[config.mk]
export PLATFORM = sky130hd
export DESIGN_NAME = uart_loopback_core
export DESIGN_NICKNAME = d
export VERILOG_FILES = /design/src/rtl/uart_loopback_core.sv
export SDC_FILE = /design/constraint.sdc
export NUM_CORES = 1
export LEC_CHECK = 0
export ABC_CLOCK_PERIOD_IN_PS = 3710
export BUFFER_PORTS_ARGS = -buffer_cell sky130_fd_sc_hd__buf_2
export CAP_MARGIN = 25
export CORE_ASPECT_RATIO = 1.5
export CORE_MARGIN = 1
export CORE_UTILIZATION = 32
export DETAILED_ROUTE_END_ITERATION = 10
export SETUP_SLACK_MARGIN = 0.02
export SLEW_MARGIN = 10
export SYNTH_ARGS = -nofsm -noshare
export SYNTH_HDL_FRONTEND = slang
export SYNTH_SLANG_ARGS = --single-unit
[constraint.sdc]
create_clock -name clk -period 3.71 [get_ports clk]
set_input_delay 0.371 -clock clk [delete_from_list [all_inputs] [get_ports clk]]
set_output_delay 0.371 -clock clk [all_outputs]
set_load 0.02 [all_outputs]
[src/rtl/uart_loopback_core.sv]
// rtl/uart_loopback_core.sv - UART transceiver with oversampling tick generator and internal loopback
//
// Purpose: parametrised UART (DATA_W data bits, optional parity, 1 stop bit).
//   A free-running tick generator produces one tick every divisor+1 clocks.
//   Each bit spans OVERSAMPLE ticks. TX and RX are independent FSMs.
//   With loopback=1 the RX path listens to the internal TX line and the
//   tx_out pin is parked high.
// Ports:
//   clk, nReset          clock, asynchronous active-low reset
//   divisor              clk cycles per oversample tick minus 1
//   loopback             1 = RX fed from internal TX line, tx_out held high
//   tx_data, tx_valid    word to send and send request (accepted when !tx_busy)
//   tx_busy, tx_done     frame in progress, one-cycle end-of-frame pulse
//   tx_out               serial output pin, idle high
//   rx_in                serial input pin, asynchronous
//   rx_data              last received word
//   rx_done              one-cycle pulse per completed frame
//   rx_err, rx_perr      framing / parity error, qualified by rx_done
module uart_loopback_core #(
  parameter int DATA_W      = 8,
  parameter int OVERSAMPLE  = 16,
  parameter int DIV_W       = 16,
  parameter int PARITY_EN   = 0,
  parameter int PARITY_ODD  = 0,
  parameter int SYNC_STAGES = 2
) (
  input  logic              clk,
  input  logic              nReset,
  input  logic [DIV_W-1:0]  divisor,
  input  logic              loopback,
  input  logic [DATA_W-1:0] tx_data,
  input  logic              tx_valid,
  output logic              tx_busy,
  output logic              tx_done,
  output logic              tx_out,
  input  logic              rx_in,
  output logic [DATA_W-1:0] rx_data,
  output logic              rx_done,
  output logic              rx_err,
  output logic              rx_perr
);

  localparam int OS_W = $clog2(OVERSAMPLE);
  localparam int BC_W = $clog2(DATA_W + 1);
  localparam logic [OS_W-1:0] OS_LAST = OS_W'(OVERSAMPLE - 1);
  localparam logic [OS_W-1:0] OS_HALF = OS_W'(OVERSAMPLE / 2 - 1);
  localparam logic [BC_W-1:0] BIT_LAST = BC_W'(DATA_W - 1);
  localparam logic ODD = (PARITY_ODD != 0);

  // ---------------------------------------------------------------- ticks
  logic [DIV_W-1:0] div_cnt;
  logic             tick;

  // ">=" rather than "==" so a divisor lowered below the running count
  // wraps on the next cycle instead of running through the whole range.
  assign tick = (div_cnt >= divisor);

  always_ff @(posedge clk or negedge nReset) begin
    if (!nReset) div_cnt <= '0;
    else         div_cnt <= tick ? '0 : div_cnt + DIV_W'(1);
  end

  // ------------------------------------------------------------------- TX
  typedef enum logic [2:0] {
    TX_IDLE, TX_WAIT, TX_START, TX_DATA, TX_PAR, TX_STOP
  } tx_state_t;

  tx_state_t         tx_state, tx_state_n;
  logic [OS_W-1:0]   tx_os, tx_os_n;
  logic [BC_W-1:0]   tx_bit, tx_bit_n;
  logic [DATA_W-1:0] tx_shift, tx_shift_n;
  logic              tx_par, tx_par_n;
  logic              tx_line, tx_line_n;
  logic              tx_done_n;
  logic              tx_bit_end;

  assign tx_busy    = (tx_state != TX_IDLE);
  assign tx_out     = loopback | tx_line;
  assign tx_bit_end = tick && (tx_os == OS_LAST);

  always_comb begin
    tx_state_n = tx_state;
    tx_os_n    = tx_os;
    tx_bit_n   = tx_bit;
    tx_shift_n = tx_shift;
    tx_par_n   = tx_par;
    tx_line_n  = tx_line;
    tx_done_n  = 1'b0;

    if (tick && tx_state != TX_IDLE && tx_state != TX_WAIT)
      tx_os_n = tx_bit_end ? '0 : tx_os + OS_W'(1);

    unique case (tx_state)
      TX_IDLE: begin
        if (tx_valid) begin
          tx_shift_n = tx_data;
          tx_par_n   = (^tx_data) ^ ODD;
          tx_state_n = TX_WAIT;
        end
      end
      // Accepted, waiting for the tick that opens the start bit.
      TX_WAIT: begin
        if (tick) begin
          tx_state_n = TX_START;
          tx_line_n  = 1'b0;
          tx_os_n    = '0;
        end
      end
      TX_START: begin
        if (tx_bit_end) begin
          tx_state_n = TX_DATA;
          tx_bit_n   = '0;
          tx_line_n  = tx_shift[0];
        end
      end
      TX_DATA: begin
        if (tx_bit_end) begin
          if (tx_bit == BIT_LAST) begin
            if (PARITY_EN != 0) begin
              tx_state_n = TX_PAR;
              tx_line_n  = tx_par;
            end else begin
              tx_state_n = TX_STOP;
              tx_line_n  = 1'b1;
            end
          end else begin
            tx_bit_n   = tx_bit + BC_W'(1);
            tx_shift_n = tx_shift >> 1;
            tx_line_n  = tx_shift[1];
          end
        end
      end
      TX_PAR: begin
        if (tx_bit_end) begin
          tx_state_n = TX_STOP;
          tx_line_n  = 1'b1;
        end
      end
      TX_STOP: begin
        if (tx_bit_end) begin
          tx_state_n = TX_IDLE;
          tx_done_n  = 1'b1;
        end
      end
      default: tx_state_n = TX_IDLE;
    endcase
  end

  always_ff @(posedge clk or negedge nReset) begin
    if (!nReset) begin
      tx_state <= TX_IDLE;
      tx_os    <= '0;
      tx_bit   <= '0;
      tx_shift <= '0;
      tx_par   <= 1'b0;
      tx_line  <= 1'b1;
      tx_done  <= 1'b0;
    end else begin
      tx_state <= tx_state_n;
      tx_os    <= tx_os_n;
      tx_bit   <= tx_bit_n;
      tx_shift <= tx_shift_n;
      tx_par   <= tx_par_n;
      tx_line  <= tx_line_n;
      tx_done  <= tx_done_n;
    end
  end

  // ------------------------------------------------------------------- RX
  logic [SYNC_STAGES-1:0] sync;
  logic                   rx_src;

  always_ff @(posedge clk or negedge nReset) begin
    if (!nReset) sync <= '1;
    else         sync <= {sync[SYNC_STAGES-2:0], rx_in};
  end

  assign rx_src = loopback ? tx_line : sync[SYNC_STAGES-1];

  typedef enum logic [2:0] {
    RX_IDLE, RX_START, RX_DATA, RX_PAR, RX_STOP, RX_BREAK
  } rx_state_t;

  rx_state_t         rx_state, rx_state_n;
  logic [OS_W-1:0]   rx_os, rx_os_n;
  logic [BC_W-1:0]   rx_bit, rx_bit_n;
  logic [DATA_W-1:0] rx_shift, rx_shift_n;
  logic              rx_par, rx_par_n;
  logic [DATA_W-1:0] rx_data_n;
  logic              rx_done_n, rx_err_n, rx_perr_n;
  logic              rx_sample;

  // The start bit is re-checked half a bit after detection; every later
  // sample is a full bit later, which lands mid-bit.
  assign rx_sample = tick && (rx_os == ((rx_state == RX_START) ? OS_HALF : OS_LAST));

  always_comb begin
    rx_state_n = rx_state;
    rx_os_n    = rx_os;
    rx_bit_n   = rx_bit;
    rx_shift_n = rx_shift;
    rx_par_n   = rx_par;
    rx_data_n  = rx_data;
    rx_done_n  = 1'b0;
    rx_err_n   = 1'b0;
    rx_perr_n  = 1'b0;

    if (tick && rx_state != RX_IDLE && rx_state != RX_BREAK)
      rx_os_n = rx_sample ? '0 : rx_os + OS_W'(1);

    unique case (rx_state)
      RX_IDLE: begin
        if (tick && !rx_src) begin
          rx_state_n = RX_START;
          rx_os_n    = '0;
        end
      end
      RX_START: begin
        if (rx_sample) begin
          rx_state_n = rx_src ? RX_IDLE : RX_DATA;
          rx_bit_n   = '0;
        end
      end
      RX_DATA: begin
        if (rx_sample) begin
          rx_shift_n = {rx_src, rx_shift[DATA_W-1:1]};
          if (rx_bit == BIT_LAST)
            rx_state_n = (PARITY_EN != 0) ? RX_PAR : RX_STOP;
          else
            rx_bit_n = rx_bit + BC_W'(1);
        end
      end
      RX_PAR: begin
        if (rx_sample) begin
          rx_par_n   = rx_src;
          rx_state_n = RX_STOP;
        end
      end
      RX_STOP: begin
        if (rx_sample) begin
          rx_data_n  = rx_shift;
          rx_done_n  = 1'b1;
          rx_err_n   = !rx_src;
          rx_perr_n  = (PARITY_EN != 0) && (rx_par ^ (^rx_shift) ^ ODD);
          // A low stop bit means the line may be held in break; wait for
          // it to return high so a long break reports only once.
          rx_state_n = rx_src ? RX_IDLE : RX_BREAK;
        end
      end
      RX_BREAK: begin
        if (tick && rx_src) rx_state_n = RX_IDLE;
      end
      default: rx_state_n = RX_IDLE;
    endcase
  end

  always_ff @(posedge clk or negedge nReset) begin
    if (!nReset) begin
      rx_state <= RX_IDLE;
      rx_os    <= '0;
      rx_bit   <= '0;
      rx_shift <= '0;
      rx_par   <= 1'b0;
      rx_data  <= '0;
      rx_done  <= 1'b0;
      rx_err   <= 1'b0;
      rx_perr  <= 1'b0;
    end else begin
      rx_state <= rx_state_n;
      rx_os    <= rx_os_n;
      rx_bit   <= rx_bit_n;
      rx_shift <= rx_shift_n;
      rx_par   <= rx_par_n;
      rx_data  <= rx_data_n;
      rx_done  <= rx_done_n;
      rx_err   <= rx_err_n;
      rx_perr  <= rx_perr_n;
    end
  end

endmodule

==> results.txt <==
Sequential Power Share: 42.6%
worst path bufs/invs: 0
# IOs: 43
Hold Violations, Final: 0
post-synthesis sequential area ratio: 46.0%
worst-margin pin slew: 0.739 ns
Net Sw Frac: 32.5%
gate family responsible for the most delay along the worst path: simple AND/OR/NAND/NOR gates
Initial Utilization: 33.2%
Layout area overhead: 17.6%
# diodes: 0
worst hold path class: primary input to async pin
Port Buffer Count: 41
layout cells sized above 1: 23.1%
DR vias/cell: 5.06
register-to-register setup slack: 0.75 ns
routed via count: 2849
top post-synthesis cells by area: dfrtp_1 (44%), ha_1 (7.1%), mux2_2 (5.5%)
# Post-CTS Setup Buffers: 0
GPL Wtd Cong: 0.780
Combinational Power Share: 24.7%
share of the synthesized area in the top cell type: 43.9%
CTS Buf Count: 9
largest net degree at the start of global routing: 36
WP data required: 3.93 ns
Slew headroom: 50.7%
Syn Inst Count: 368
Distinct cells, synth: 56
Clock power frac: 32.7%
Avg WL per Cell: 13.6 µm
Final min period: 2.96 ns
final wirelength: 7650 µm
Congestion Overflow GR: 0
CTS tree: built
Post-synth EDFFs: 0
critical path peak fanout: 9
Worst VDD drop: 242 µV
Worst Hold Margin: 0.0959 ns
ANT nets after route: 0
CTS max path bufs: 2
critical path capture point type: register
Tot Pwr: 2540 µW
Die X: 89.9 µm
critical path class: register to register
Worst R2R Start: div_cnt[13]
Leak: 0.00207 µW
FMAX: 338 MHz
Die Y: 134 µm
H-tree levels: 3
hold buffer count at cts: 0
Max Slew Vio Count: 0
fin crit share: 79.7%
Layout Cells excl Fill: 563
CP max stage delay: 0.58 ns
clk_lat worst skew: 0.33 ns
clk slew on worst S/H paths: 0.06 ns
PwrDens: 581 nW/µm²
HPWL Detailed: 5610 µm
Root Driver: clkbuf_16
syn nets: 418
setup TNS: 0 ns
slowest CP cell: or4_4
crit-path cells: ha_1 > and4_1 > nand2_1 > or4_4 > and3_1 > nor4_4 > mux2_2
first-pass GRT wire length: 13500 µm
P_int: 1710 µW
fin util: 39.0%
# setup viols final: 0
cell depth of the worst flop-to-flop path: 7
yosys warns: 0
DRC errors left: 0
die area: 12000 µm²
initial antenna violation count: 0
# clock sinks: 68
FP Rows: 47
Final Net Count: 461
Critical R2R Capture: rx_data[5]
Post-Syn Area per Cell: 10.1 µm²
FFs w/ async S/R, synth: 100%
cell area after synthesis: 3710 µm²
cts repair resizes: 0
Core Area: 11200 µm²
status: finished, final reports clean
Most used DFF post-synth: dfrtp_1
clk_skew: 0.00476 ns
Crit path arrival time: 3.17 ns
Synth area leader: dfrtp_1
RSZ-0062 raised after global routing: false
Critical Path Source Type: register
first-pass iteration count of the detailed router: 4
switching pwr: 824 µW
Global Route Usage Sum: 14.1%
vias in the first global route: 2970
placed cells: 547
max cap viols: 0
FF+latch count, synth: 68
DR iter-0 viols: 181
## cells in the mapped netlist (3+ instances only)
library cell,instances
nand4_1,5
or2_2,4
dfrtp_1,65
xor2_1,11
a21oi_1,13
or3_1,8
dfstp_2,3
a22o_1,4
mux2_2,18
o21ai_0,11
ha_1,21
and3_1,8
nand2_1,15
nand3_1,27
xnor2_1,6
clkbuf_1,10
nor2_1,35
o31ai_1,4
nor3_1,7
nor3b_1,4
a31oi_1,3
and2_1,4
o211ai_1,4
inv_1,24
and4_1,3
nand2b_1,6
o221a_2,7
nor2b_1,4
## cells by family after synthesis
logic type | synth area share, %
XOR/XNOR | 4.01
AO/OA/AOI/OAI | 13.0
adder cells (fa/ha/maj) | 7.08
flip-flops | 46.0
multiplexers | 5.74
other | 0.101
buffers and inverters | 4.05
AND/OR/NAND/NOR | 20.0
## worst max-delay path by stage
| stage | start | end | slack, ns | cells after the start |
|---|---|---|---|---|
| after detailed placement | divisor[13] | rx_data[2] | 0.65 | 9 |
| after global placement | divisor[13] | rx_data[5] | 0.69 | 9 |
| after global routing | div_cnt[13] | rx_data[2] | 0.60 | 7 |
| final | div_cnt[13] | rx_data[5] | 0.75 | 7 |
| after CTS | div_cnt[13] | rx_data[2] | 0.71 | 7 |
| after floorplan | divisor[13] | rx_data[0] | 0.93 | 9 |
## cell usage in the layout (no fill, tap or decap), types with 8 or more instances in the layout
| cell | n |
|---|---|
| dfrtp_1 | 65 |
| buf_2 | 41 |
| nor2_1 | 35 |
| nand3_1 | 27 |
| inv_1 | 24 |
| ha_1 | 21 |
| mux2_2 | 18 |
| nand2_1 | 15 |
| a21oi_1 | 13 |
| o21ai_0 | 11 |
| xor2_1 | 11 |
| clkbuf_16 | 9 |
| or3_1 | 8 |
| and3_1 | 8 |
## per-layer routing
metal  share of wire, %  vias up  GRT usage [%]
met5                  0        -              0
met4                2.4        0           7.26
met3                4.1       12           3.57
met2                 49       61           23.7
met1                 45     1364           16.5
li1                   -     1412              -
## registers in the layout, indices dropped and copies added, names as in the netlist
register and count:
rx_done 1, tx_os 4, tx_state 3, tx_done 1, rx_os 4, div_cnt 16, tx_bit 4, rx_data 8
rx_state 3, rx_err 1, sync 2, rx_shift 8, rx_bit 4, tx_shift 8, tx_line 1
## through the flow
| stage | setup slack (ns) | cell area [µm²] |
|---|---|---|
| 6_report | 0.754 | 4360 |
| 5_1_grt | 0.603 | 4360 |
| 4_1_cts | 0.706 | 4360 |
| 3_5_place_dp | 0.647 | 4070 |
| 3_3_place_gp | 0.693 | 4070 |
| 2_1_floorplan | 0.925 | 3710 |
## layout make-up
| cell class | instances | area (µm²) |
|---|---|---|
| clock inverters | 7 | 67.6 |
| flip-flops and latches | 68 | 1710 |
| inverters | 24 | 90.1 |
| clock buffers | 9 | 225 |
| fillers | 1132 | 6810 |
| repair buffers | 45 | 235 |
| multi-input cells | 263 | 1850 |
| well taps | 147 | 184 |
## worst reg2reg max path: stages (launching register included)
cell and delay, ns:
dfrtp_1 0.40, ha_1 0.30, and4_1 0.24, nand2_1 0.09, or4_4 0.58, and3_1 0.25, nor4_4 0.58, mux2_2 0.40
## power groups by stage
stage	Clock, µW	Sequential [µW]	Combinational [µW]
2_1_floorplan	0	1010	533
3_3_place_gp	0	1080	616
3_5_place_dp	0	1090	632
4_1_cts	858	1080	637
5_1_grt	891	1110	727
6_report	829	1080	627
No activity file was read; power rests on OpenSTA's default activity.
